`src/rtl/mem_wb_skid.sv`:
```
// MEM/WB pipeline stage with a valid/ready handshake over a two-entry skid buffer.
// Same-address write-back conflicts are resolved when an entry is captured, and the highest channel wins.
module mem_wb_skid #(
    parameter int DATA_W  = 16,
    parameter int RADDR_W = 4,
    parameter int NUM_WR  = 2
) (
    input  logic                       clk,
    input  logic                       rst,
    input  logic                       flush,
    input  logic                       in_valid,
    output logic                       in_ready,
    input  logic [DATA_W-1:0]          in_mem_data,
    input  logic [DATA_W-1:0]          in_alu,
    input  logic [NUM_WR*DATA_W-1:0]   in_wdata,
    input  logic [NUM_WR*RADDR_W-1:0]  in_waddr,
    input  logic [NUM_WR-1:0]          in_wen,
    output logic                       out_valid,
    input  logic                       out_ready,
    output logic [DATA_W-1:0]          out_mem_data,
    output logic [DATA_W-1:0]          out_alu,
    output logic [NUM_WR*DATA_W-1:0]   out_wdata,
    output logic [NUM_WR*RADDR_W-1:0]  out_waddr,
    output logic [NUM_WR-1:0]          out_wen,
    output logic [1:0]                 occupancy
);

    localparam int WD_W    = NUM_WR * DATA_W;
    localparam int WA_W    = NUM_WR * RADDR_W;
    localparam int ENTRY_W = 2 * DATA_W + WD_W + WA_W + NUM_WR;

    typedef enum logic [1:0] {
        ST_EMPTY = 2'd0,
        ST_ONE   = 2'd1,
        ST_FULL  = 2'd2
    } state_t;

    // A lower channel loses its enable whenever a higher enabled channel targets the same register.
    function automatic logic [NUM_WR-1:0] resolve_wen(
        input logic [NUM_WR-1:0] wen,
        input logic [WA_W-1:0]   waddr
    );
        logic [NUM_WR-1:0] res;
        res = wen;
        for (int i = 0; i < NUM_WR; i++) begin
            for (int j = i + 1; j < NUM_WR; j++) begin
                if (wen[i] && wen[j] &&
                    (waddr[i*RADDR_W +: RADDR_W] == waddr[j*RADDR_W +: RADDR_W])) begin
                    res[i] = 1'b0;
                end else begin
                    res[i] = res[i];
                end
            end
        end
        return res;
    endfunction

    state_t               state_r;
    state_t               state_s;
    logic [ENTRY_W-1:0]   out_entry_r;
    logic [ENTRY_W-1:0]   skid_entry_r;
    logic [ENTRY_W-1:0]   in_entry_s;
    logic [NUM_WR-1:0]    out_wen_raw_s;
    logic                 accept_s;
    logic                 consume_s;
    logic                 load_out_in_s;
    logic                 load_out_skid_s;
    logic                 load_skid_s;

    assign in_ready   = (state_r != ST_FULL);
    assign out_valid  = (state_r != ST_EMPTY);
    assign accept_s   = in_valid & in_ready;
    assign consume_s  = out_valid & out_ready;
    assign in_entry_s = {in_mem_data, in_alu, in_wdata, in_waddr, resolve_wen(in_wen, in_waddr)};

    assign {out_mem_data, out_alu, out_wdata, out_waddr, out_wen_raw_s} = out_entry_r;
    assign out_wen = out_wen_raw_s & {NUM_WR{out_valid}};

    // Next-state and entry-load decode; flush overrides any transfer in the same cycle.
    always_comb begin
        state_s         = state_r;
        load_out_in_s   = 1'b0;
        load_out_skid_s = 1'b0;
        load_skid_s     = 1'b0;
        if (flush) begin
            state_s = ST_EMPTY;
        end else begin
            case (state_r)
                ST_EMPTY: begin
                    if (accept_s) begin
                        load_out_in_s = 1'b1;
                        state_s       = ST_ONE;
                    end else begin
                        state_s = ST_EMPTY;
                    end
                end
                ST_ONE: begin
                    if (accept_s && consume_s) begin
                        load_out_in_s = 1'b1;
                        state_s       = ST_ONE;
                    end else if (consume_s) begin
                        state_s = ST_EMPTY;
                    end else if (accept_s) begin
                        load_skid_s = 1'b1;
                        state_s     = ST_FULL;
                    end else begin
                        state_s = ST_ONE;
                    end
                end
                ST_FULL: begin
                    if (consume_s) begin
                        load_out_skid_s = 1'b1;
                        state_s         = ST_ONE;
                    end else begin
                        state_s = ST_FULL;
                    end
                end
                default: state_s = ST_EMPTY;
            endcase
        end
    end

    // Occupancy follows directly from the state encoding.
    always_comb begin
        case (state_r)
            ST_EMPTY: occupancy = 2'd0;
            ST_ONE:   occupancy = 2'd1;
            ST_FULL:  occupancy = 2'd2;
            default:  occupancy = 2'd0;
        endcase
    end

    // State register.
    always_ff @(posedge clk or negedge rst) begin
        if (!rst) begin
            state_r <= ST_EMPTY;
        end else begin
            state_r <= state_s;
        end
    end

    // Entry registers: OUT is loaded from the input or promoted from SKID.
    always_ff @(posedge clk or negedge rst) begin
        if (!rst) begin
            out_entry_r  <= {ENTRY_W{1'b0}};
            skid_entry_r <= {ENTRY_W{1'b0}};
        end else begin
            if (load_out_in_s) begin
                out_entry_r <= in_entry_s;
            end else if (load_out_skid_s) begin
                out_entry_r <= skid_entry_r;
            end else begin
                out_entry_r <= out_entry_r;
            end
            if (load_skid_s) begin
                skid_entry_r <= in_entry_s;
            end else begin
                skid_entry_r <= skid_entry_r;
            end
        end
    end

endmodule

```
`config.mk`:
```
export PLATFORM = sky130hd
export DESIGN_NAME = mem_wb_skid
export DESIGN_NICKNAME = d
export VERILOG_FILES = /design/src/rtl/mem_wb_skid.sv
export SDC_FILE = /design/constraint.sdc
export NUM_CORES = 1
export LEC_CHECK = 0
export CORE_ASPECT_RATIO = 0.9
export CORE_MARGIN = 3
export CORE_UTILIZATION = 40
export CTS_CLUSTER_SIZE = 16
export DETAILED_ROUTE_END_ITERATION = 16
export PLACE_DENSITY = 0.72
export SLEW_MARGIN = 20
export SYNTH_ARGS = -nofsm -noshare
export SYNTH_HDL_FRONTEND = slang
export SYNTH_SLANG_ARGS = --single-unit
```
`constraint.sdc`:
```
create_clock -name clk -period 2.7 [get_ports clk]
set_input_delay 0.405 -clock clk [delete_from_list [all_inputs] [get_ports clk]]
set_output_delay 0.405 -clock clk [all_outputs]
set_load 0.05 [all_outputs]
```
==> results.yml, run 1 <==
worst_setup_path:
  cp_slowest_stage_delay_ns: 0.81
  required_ns: 2.30
  cpMaxStageDelayCell: "clkdlybuf4s50_1"
  crit_start: "state_r[1]$_DFF_PN0_"
  cp-start-kind: "flop"
  crit_chain: "and2b_4, clkdlybuf4s50_1"
  crit_fanout: 6
  cp.buffers_inverters: 1
  r2r_start: "state_r[0]$_DFF_PN0_"
  r2r_slack_ns: 0.48
  crit_arrival_ns: 1.96
  critical_path_class: "reg2out"
  crit_path_end_kind: "output pin"
  crit_family: "buffers and inverters"
pwr:
  power.density_mw_per_mm2: 953
  ir_worst_vdd_mv: 0.572
  power_leakage_nw: 4.14
placement:
  io_buffers: 156
  gp_congestion: 0.802
  hpwl_um: 10100
  placed_cell_area_mm2: 0.00810
timing:
  max_freq_mhz: 422
  slew_headroom_pct: 57.6
  rsz0062_at_grt: "no"
  setup_tns_ns: 0
  finalCritPeriodShare_pct: 87.7
  holdWs_ns: 0.473
  final-setup-viol-count: 0
  period_needed_ns: 2.37
  hold_violations: 0
  drv_slew: 0
  clock_skew_ns: 0.00621
  worst_slew_pin_slew_ns: 0.630
cts:
  postCtsSetupBuffers: 0
  insertion_delay_ns: 0.41
  clkSlewWorstSetupHoldPaths_ns: 0.06
  cts_max_level: 4
  clockBufferDepth: 2
  cts_num_sinks: 150
  cts_root_buf: "clkbuf_16"
  cts_tree: "done"
  cts_buffers: 17
routing:
  drt_wl_total_um: 15400
  drc_errors: 0
  vias_per_cell: 5.14
  first_pass_iters: 5
  post_drt_wl_per_cell_um: 17.5
  drtIter0Drc: 257
  detail-route-antenna-nets: 0
  vias: 4538
floorplanning:
  rows: 44
  die-area_mm2: 0.0189
  die_h_um: 131
  pin_count: 157
  fp.dieW_um: 144
  coreArea_mm2: 0.0165
  start_util_pct: 41.8
yosys:
  yosysWarningCount: 0
  synthesis.nets: 663
  syn_inst: 582
  synth_cell_types: 29
  syn_area_mm2: 0.00690
  ys_seq_elements: 150
  yosysSeqAreaShare_pct: 54.4
  avgSynthCellArea_um2: 11.9
cells_and_area:
  drive_above_1_share_pct: 17.8
  final_cell_mix: "155 x clkdlybuf4s50_1, 150 x dfrtp_1, 149 x nand2_1"
  final_common_cell: "clkdlybuf4s50_1"
  finish.utilization_pct: 53.0
  syn2layout_area_growth_pct: 26.8
  final_nets: 745
  stdcell_area_mm2: 0.00875
  num_antenna_cells: 0
grt:
  grt_pass1_wl_um: 25100
  grt_use_total_pct: 16.9
  first_global_vias: 4880
  grt-ovfl-total: 0
  antenna_found_initial: 0
  grt_max_degree: 66
hold_path:
  min-delay-start: "out_entry_r[54]$_DFFE_PN0P_"
  min_path_type: "reg2reg"
flow_run:
  cap_violations: 0
outcome:
  status: "finished clean"
path summary, 6_finish.rpt:
kind                                               end  depth (start not counted)
setup / recovery                          occupancy[0]                          2
max in group asynchronous  out_entry_r[19]$_DFFE_PN0P_                          3
min in group asynchronous  out_entry_r[59]$_DFFE_PN0P_                          2
hold / removal             out_entry_r[54]$_DFFE_PN0P_                          2
setup reg to reg           out_entry_r[41]$_DFFE_PN0P_                          8
hold reg to reg            out_entry_r[54]$_DFFE_PN0P_                          2
power by group:
group	switching [W]	internal [W]
registers	0.000378	0.00289
clock network	0.000920	0.00166
logic	0.00139	0.00109
registers in the layout (all words and copies together) (netlist names):
signal	cells
skid_entry_r	74
state_r	2
out_entry_r	74
through the flow:
step	setup slack, ns	total power (W)	instances
after global placement	0.372	0.00571	851
after floorplan	0.0505	0.00523	582
after detailed placement	0.259	0.00578	851
final	0.332	0.00834	883
after global routing	0.228	0.00874	883
after CTS	0.313	0.00842	883
tightest hold or removal path, stage by stage, from the launching register on:
cell     delay (ns)
dfrtp_1        0.34
nand2_1        0.05
nand2_1        0.05
repair_timing:
item                                   4_1_cts  5_1_grt
resized for setup                            0        0
endpoints found under the hold margin       57        0
hold buffers                                 1        0
logic make-up (layout without fill, tap and decap cells):
logic type,count (synthesis),after routing,synth area share [%]
AO/OA/AOI/OAI,78,78,8.49
XOR/XNOR,4,4,0.508
adder cells (fa/ha/maj),2,2,0.363
buffers and inverters,108,202,11.6
flip-flops,150,150,54.4
multiplexers,76,76,15.0
AND/OR/NAND/NOR,164,164,9.70
cell type report:
class	instances	area, um^2
multi-input combinational	324	2360
clock buffer	19	443
inverter	4	15.0
fill	1389	7760
clock inverter	12	201
sequential	150	3750
tap	207	259
timing repair buffer	167	1720
Yosys cell counts:
cell type    n  area, um^2
buf_2        6        30.0
dfrtp_1    150        3750
a22oi_1     73         548
mux2_2      25         282
ha_1         2        25.0
and2b_4      1        10.0
clkbuf_1     4        15.0
o21ba_2      1        10.0
nor2b_1      4        25.0
o22ai_1      1        6.26
buf_6       14         158
mux2i_1      3        30.0
and2_1       1        6.26
o2bb2ai_1    1        8.76
inv_1        4        15.0
and3b_1      1        8.76
a21oi_1      1        5.00
nor4_1       1        6.26
nor2_1       4        15.0
mux2_4      48         721
buf_1        5        18.8
o31ai_1      1        7.51
xnor2_1      1        8.76
and4bb_2     1        12.5
buf_4       75         563
xor2_1       3        26.3
or2_1        1        6.26
nand2_1    149         559
nand3b_4     1        20.0
routing by layer:
layer	vias up	track usage [%]	wire (um)	part of all wire, %
li1	2072	-	-	-
met1	2308	22.0	6830	44
met2	144	27.9	7550	49
met3	14	4.66	867	5.6
met4	0	4.94	182	1.2
met5	-	0	0	0
No activity file was read; power rests on OpenSTA's default activity.
==> run 2: changes to the inputs <==
--- a/config.mk
+++ b/config.mk
@@ -10,6 +10,7 @@
 export CORE_UTILIZATION = 40
 export CTS_CLUSTER_SIZE = 16
 export DETAILED_ROUTE_END_ITERATION = 16
+export HOLD_SLACK_MARGIN = 0.08
 export PLACE_DENSITY = 0.72
 export SLEW_MARGIN = 20
 export SYNTH_ARGS = -nofsm -noshare
==> results of run 2 <==
Same layout as run 1: the final DEF is identical, and so are final timing and power.
